`config.mk`:
```
export PLATFORM = sky130hd
export DESIGN_NAME = clk_div_monitor
export DESIGN_NICKNAME = d
export VERILOG_FILES = /design/src/rtl/clk_div_monitor.sv
export SDC_FILE = /design/constraint.sdc
export NUM_CORES = 1
export LEC_CHECK = 0
export CAP_MARGIN = 20
export CORE_MARGIN = 2
export CORE_UTILIZATION = 50
export CTS_CLUSTER_DIAMETER = 100
export DETAILED_ROUTE_END_ITERATION = 6
export PLACE_DENSITY = 0.84
export SLEW_MARGIN = 20
export SYNTH_ARGS = -nofsm -noshare
export SYNTH_HDL_FRONTEND = slang
export SYNTH_SLANG_ARGS = --single-unit
```
`constraint.sdc`:
```
create_clock -name clk -period 2.5 [get_ports clk]
set_clock_uncertainty 0.15 [all_clocks]
set_input_delay 0.75 -clock clk [delete_from_list [all_inputs] [get_ports clk]]
set_output_delay 0.75 -clock clk [all_outputs]
set_load 0.03 [all_outputs]
```
`src/rtl/clk_div_monitor.sv`:
```
// clk_div_monitor: measures high/low/period of a divided clock in clk cycles and checks it against an expected ratio
module clk_div_monitor #(
  parameter int CNT_W      = 8,
  parameter int LOCK_CNT   = 4,
  parameter bit DUTY_CHECK = 1'b1
) (
  input  logic             clk,
  input  logic             rst_n,
  input  logic             en,
  input  logic             div_clk_in,
  input  logic [CNT_W:0]   expected_div,
  output logic [CNT_W-1:0] high_len,
  output logic [CNT_W-1:0] low_len,
  output logic [CNT_W:0]   period,
  output logic             meas_valid,
  output logic             locked,
  output logic             err,
  output logic             timeout
);
  typedef enum logic [1:0] {IDLE, WAIT_RISE, MEAS_HIGH, MEAS_LOW} state_t;
  localparam logic [CNT_W-1:0] CNT_MAX = '1;
  localparam logic [CNT_W-1:0] ONE = {{(CNT_W-1){1'b0}}, 1'b1};
  localparam logic [3:0] LOCK_N = 4'(LOCK_CNT);
  state_t state, state_d;
  logic s1, s2, s3;
  logic [CNT_W-1:0] hcnt, lcnt, diff;
  logic [CNT_W:0] sum;
  logic [3:0] match_cnt;
  logic rise, fall, cap, sat, match;
  assign rise = s2 & ~s3;
  assign fall = ~s2 & s3;
  assign sum = {1'b0, hcnt} + {1'b0, lcnt};
  assign diff = hcnt >= lcnt ? hcnt - lcnt : lcnt - hcnt;
  assign match = (sum == expected_div) && (!DUTY_CHECK || diff <= ONE);
  // two-flop synchronizer plus history flop for edge detection, free-running
  always_ff @(posedge clk or negedge rst_n)
    if (!rst_n) {s1, s2, s3} <= 3'b000;
    else {s1, s2, s3} <= {div_clk_in, s1, s2};
  // state register
  always_ff @(posedge clk or negedge rst_n)
    if (!rst_n) state <= IDLE;
    else state <= state_d;
  // next state, capture strobe and saturation detect; an edge beats saturation
  always_comb begin
    state_d = state;
    cap = 1'b0;
    sat = 1'b0;
    if (!en) state_d = IDLE;
    else case (state)
      IDLE:      state_d = WAIT_RISE;
      WAIT_RISE: state_d = rise ? MEAS_HIGH : WAIT_RISE;
      MEAS_HIGH: begin
        sat = !fall && hcnt == CNT_MAX;
        state_d = fall ? MEAS_LOW : sat ? WAIT_RISE : MEAS_HIGH;
      end
      MEAS_LOW: begin
        cap = rise;
        sat = !rise && lcnt == CNT_MAX;
        state_d = rise ? MEAS_HIGH : sat ? WAIT_RISE : MEAS_LOW;
      end
      default: state_d = IDLE;
    endcase
  end
  // high/low phase counters; cleared on disable or saturation
  always_ff @(posedge clk or negedge rst_n)
    if (!rst_n) begin
      hcnt <= '0;
      lcnt <= '0;
    end else if (!en || sat) begin
      hcnt <= '0;
      lcnt <= '0;
    end else case (state)
      WAIT_RISE: if (rise) hcnt <= ONE;
      MEAS_HIGH: if (fall) lcnt <= ONE; else hcnt <= hcnt + ONE;
      MEAS_LOW:  if (rise) hcnt <= ONE; else lcnt <= lcnt + ONE;
      default: ;
    endcase
  // measurement capture, pulses and lock tracking
  always_ff @(posedge clk or negedge rst_n)
    if (!rst_n) begin
      high_len <= '0;
      low_len <= '0;
      period <= '0;
      meas_valid <= 1'b0;
      err <= 1'b0;
      timeout <= 1'b0;
      locked <= 1'b0;
      match_cnt <= '0;
    end else begin
      meas_valid <= cap;
      err <= cap & ~match;
      timeout <= sat;
      if (cap) begin
        high_len <= hcnt;
        low_len <= lcnt;
        period <= sum;
      end
      if (!en || sat || (cap && !match)) begin
        locked <= 1'b0;
        match_cnt <= '0;
      end else if (cap) begin
        match_cnt <= match_cnt >= LOCK_N ? LOCK_N : match_cnt + 4'd1;
        if (match_cnt >= LOCK_N - 4'd1) locked <= 1'b1;
      end
    end
endmodule

```
# After elaboration in Yosys (flattened, before gate mapping)
# Cells that the tools add are included.
[classes]
n_div = 0
n_shift = 0
mux = 26
reduce_logical = 19
magnitude_cmp = 4
n_addsub = 6
n_eq_ne = 10
n_mul = 0
bitwise = 6
[ops]
columns = ["operator", "n"]
rows = [
  ["8-bit 2-to-1 mux", 7],
  ["8-bit one-hot mux with 2 select lines", 2],
  ["8-bit by 1-bit adder with 8-bit output, second input constant", 2],
  ["8-bit == test, second input constant", 2],
  ["8-bit subtractor", 2],
  ["2-bit 2-to-1 mux", 6],
  ["4-bit 2-to-1 mux", 3],
  ["8-bit by 8-bit adder with 9-bit output", 1],
  ["9-bit == test", 1],
  ["3-bit != test, second input constant", 3],
  ["8-bit >= comparator", 1],
  ["8-bit by 1-bit less-or-equal comparator with 1-bit output, second input constant", 1],
  ["2-bit one-hot mux with 4 select lines", 1],
  ["1-bit 2-to-1 mux", 6],
  ["3-bit AND reduction", 2],
  ["3-bit nonzero test", 2],
  ["4-bit by 1-bit adder with 4-bit output, second input constant", 1],
  ["2-bit == test, second input constant", 2],
  ["4-bit by 2-bit >= comparator with 1-bit output, second input constant", 1],
  ["4-bit by 3-bit >= comparator with 1-bit output, second input constant", 1],
  ["1-bit logical AND", 4],
  ["1-bit logical NOT", 4],
  ["2-bit nonzero test", 2],
  ["1-bit AND", 3],
  ["8 further kinds", 11],
]
[totals]
ram_bits = 0
latchBits = 0
romBits = 0
register_bits = 54
n_memories = 0
input_bits = 13

# Logic depth before layout (Yosys ltp)
[logic_depth]
ltp_word = 10
ltp_mapped = 11
ltp_nobuf = 11

# Least setup slack after synthesis
# Ideal clock, no wire load.
[synth_path]
kind = "register -> register"
start = "register hcnt[0]"
end = "register err"
arrival_ns = 2.433
setup_slack_ns = -0.202
stages_incl_launch_ff = 10
required_time_ns = 2.231
cell_sequence = "dfrtp_1 > ha_1 > fa_1 > nor2b_1 > o21ai_1 > nand2_2 > or4_1 > a311oi_2 > o211ai_2 > and2_1"
[synth_via]
elab_chain_cells = 6
[synth_rtl]
columns = ["item", "line_no", "rtl"]
rows = [
  ["start, declared", "26", "logic [CNT_W-1:0] hcnt, lcnt, diff;"],
  ["start signal, assigned", "67", "hcnt <= '0;"],
  ["start signal, assigned", "70", "hcnt <= '0;"],
  ["start signal, assigned", "73", "WAIT_RISE: if (rise) hcnt <= ONE;"],
  ["8-bit subtractor or 8-bit >= comparator (tied branches)", "33", "assign diff = hcnt >= lcnt ? hcnt - lcnt : lcnt - hcnt;"],
  ["8-bit 2-to-1 mux", "33", ""],
  ["8-bit by 1-bit less-or-equal comparator with 1-bit output", "34", "assign match = (sum == expected_div) && (!DUTY_CHECK || diff <= ONE);"],
  ["1-bit logical AND *", "34", ""],
  ["1-bit NOT *", "91", "err <= cap & ~match;"],
  ["1-bit AND *", "91", ""],
  ["end signal, assigned", "91", ""],
  ["end, declared", "17", "output logic err,"],
]
# Mark *: on every way between the ends. The rest lies on a longest branch, timed or not.
# A chain may end at the register's enable or synchronous reset.

# Final worst setup path
[layout_path]
start = "register lcnt[0]"
end = "register err"
[layout_via]
elab_chain_cells = 6
[layout_rtl]
columns = ["item", "line_no", "rtl"]
rows = [
  ["start, declared", "26", ""],
  ["start signal, assigned", "68", "lcnt <= '0;"],
  ["start signal, assigned", "71", "lcnt <= '0;"],
  ["start signal, assigned", "74", "MEAS_HIGH: if (fall) lcnt <= ONE; else hcnt <= hcnt + ONE;"],
  ["8-bit subtractor or 8-bit >= comparator (tied branches)", "33", ""],
  ["8-bit 2-to-1 mux", "33", ""],
  ["8-bit by 1-bit less-or-equal comparator with 1-bit output", "34", ""],
  ["1-bit logical AND *", "34", ""],
  ["1-bit NOT *", "91", ""],
  ["1-bit AND *", "91", ""],
]
# Marked as above.

==> flow_summary_export.csv <==
group,metric,value,unit
final_layout,final_common_cell,"buf_4",
logic_synthesis,synth-main-ff-cell,"dfrtp_1",
power,irDropWorstVdd,237,uV
critical_path,crit_slowest_cell,"dfrtp_2",
logic_synthesis,synthesis.instances,437,
final_layout,final_cells,665,
critical_path,crit_chain,"buf_6 -> buf_6 -> ha_4 -> inv_2 -> fa_2 -> a21o_1 -> a221oi_2 -> xnor2_1 -> nand3_1 -> and4b_1 -> o211ai_4 -> and2_4",
power,power_leakage,2.35,nW
critical_path,slowest_delay,0.43,ns
routing,drtPass1Iterations,6,
final_layout,nets,604,
die,dieArea,8550,um2
logic_synthesis,synth_edf_count,0,
hold_path,worstHoldPathType,"in2async",
clocking,htreeDepth,2,
flow_run,cap_violations,0,
sta,tightestPinTransition,0.498,ns
clocking,cts.sinks,54,
die,rows,32,
critical_path,end_kind,"register",
logic_synthesis,synth_seq_cells,54,
die,coreArea,7650,um2
grt,grt-ovfl-total,0,
place,place_inst,647,
place,place_area,5030,um2
place,hpwl,8600,um
grt,grt_max_degree,37,
logic_synthesis,syn_avg_cell_area,8.96,um2
sta,max-slew-margin-rel,66.8,%
critical_path,r2r-start,"lcnt[0]",
clocking,cts_buffers,5,
final_layout,design_area,5450,um2
critical_path,crit_type,"reg2reg",
logic_synthesis,yosys_warnings,0,
critical_path,crit-reg2reg-capture,"err",
place,port_buffers,41,
die,num_io_pins,42,
sta,max_freq,356,MHz
grt,antenna_found_initial,0,
sta,fin_crit,2.81,ns
die,die_h,92.5,um
final_layout,final_cell_mix,"90 x buf_4, 49 x dfrtp_1, 40 x clkdlybuf4s50_1",
routing,wl_per_cell,18.4,um
routing,drcViolationCount,0,
routing,wl,12300,um
critical_path,crit_buf_inv,3,
run_status,violations,"setup timing",
grt,grt_pass1_wl,19200,um
logic_synthesis,ys_seq_area_share,34.5,%
sta,period_share,112,%
critical_path,cpMostUsedCell,"buf_6",
critical_path,rr_worst_depth,12,
logic_synthesis,synth_nets,479,
clocking,clockBufferDepth,2,
place,place.gp.congestion,0.962,
clocking,clock_latency,0.33,ns
final_layout,layout-drive-gt1-share,30.7,%
sta,hold_viol_final,0,
sta,drv_slew,0,
run_status,status,"complete, but fails checks",
critical_path,cp_max_fo,5,
die,start_util,51.2,%
routing,vias_per_cell,6.07,
clocking,cts-root-buf,"clkbuf_8",
critical_path,reg2reg_slack,-0.31,ns
grt,grt_use_total,28.3,%
clocking,cts_hold_buf,0,
final_layout,n_antenna_cell,0,
final_layout,area_delta_synth_final,39.1,%
logic_synthesis,async_reset_ff_share,100,%
logic_synthesis,ys_types,74,
sta,fin_hold_ws,0.206,ns
critical_path,cp_top_family,"compound AO/OA/AOI/OAI gates",
logic_synthesis,synth_area,3910,um2
sta,setup_violations,12,
routing,antenna_left,0,
grt,grt_pass1_vias,4098,
routing,vias,4039,
sta,setup_slack,-0.310,ns
critical_path,cp.arrival,2.89,ns
power,power.density,324,nW/um2
routing,drt_iter0_drc,205,
sta,rsz0062_at_grt,"true",
die,die_w,92.5,um
clocking,cts_tree,"built",
clocking,clk_pin_slew_worst_paths,0.11,ns
critical_path,critPathRequiredTime,2.58,ns
critical_path,cp-start-kind,"register",
## kinds of logic (layout without fill, tap and decap cells)
| group | Yosys count | in the layout | synth area share [%] |
|---|---|---|---|
| AND/OR/NAND/NOR | 153 | 153 | 21.1 |
| AO/OA/AOI/OAI | 129 | 129 | 22.5 |
| flip-flops | 54 | 54 | 34.5 |
| buffers and inverters | 48 | 174 | 5.53 |
| adder cells (fa/ha/maj) | 29 | 29 | 9.85 |
| XOR/XNOR | 18 | 18 | 4.73 |
| multiplexers | 6 | 6 | 1.69 |
## cell usage after synthesis, drive strengths merged (7+ instances only)
library cell / n / share of area, %
a21oi: 22 / 3.0
buf: 10 / 1.9
clkbuf: 11 / 1.1
dfrtp: 54 / 35
ha: 26 / 8.3
inv: 27 / 2.6
nand2: 35 / 3.4
nand3: 15 / 1.9
nor2: 29 / 2.8
nor2b: 12 / 1.9
nor3: 12 / 1.8
o21ai: 47 / 6.3
o31ai: 7 / 1.3
xnor2: 11 / 2.5
## how the worst max path moves through the flow
stage	cells past startpoint	slack (ns)	to	from
final	12	-0.31	err	lcnt[0]
after floorplan	9	-0.08	err	hcnt[0]
after global placement	7	-0.35	err	expected_div[5]
after CTS	9	-0.19	err	hcnt[0]
after global routing	12	-0.39	err	lcnt[0]
after detailed placement	9	-0.41	err	expected_div[5]
## cell type report
class	instances	area (um2)
fillers	541	2200
inverters	27	104
flip-flops and latches	54	1360
multi-input cells	335	2570
repair buffers	139	1190
well taps	102	128
clock buffers	5	68.8
clock inverters	3	25.0
## per-layer routing
metal,global-route usage (%),wire (um),part of all wire [%]
met5,0,0,0
met4,15.5,638,5.2
met3,3.34,575,4.7
met2,49.6,6170,50
met1,33.9,4870,40
## sequential cells by signal, summed over array words and instances (netlist names), 2 cells and up
name,count
hcnt,8
low_len,8
high_len,8
state,2
period,9
lcnt,8
match_cnt,4
## what timing repair did
item	CTS	global route
pin swaps	13	16
setup endpoints to repair	13	12
gates resized for setup	30	25
setup buffers	6	4
## power breakdown
part / internal [mW] / switching [mW] / total [mW]
Sequential: 0.886 / 0.0226 / 0.909
Clock: 0.203 / 0.323 / 0.526
Combinational: 0.159 / 0.171 / 0.331
Total: 1.25 / 0.517 / 1.77
## stage by stage
step                utilization [%]  total power, mW  setup WS [ns]  setup TNS, ns
floorplan                         -             1.08        -0.0770        -0.0968
global placement               65.8             1.19         -0.353          -1.62
detailed placement             65.8             1.21         -0.412          -2.86
CTS                            69.6             1.74         -0.190         -0.847
global route                   71.2             1.83         -0.387          -3.22
finish                         71.2             1.77         -0.310          -2.39
Power figures use the tool's default switching activity.
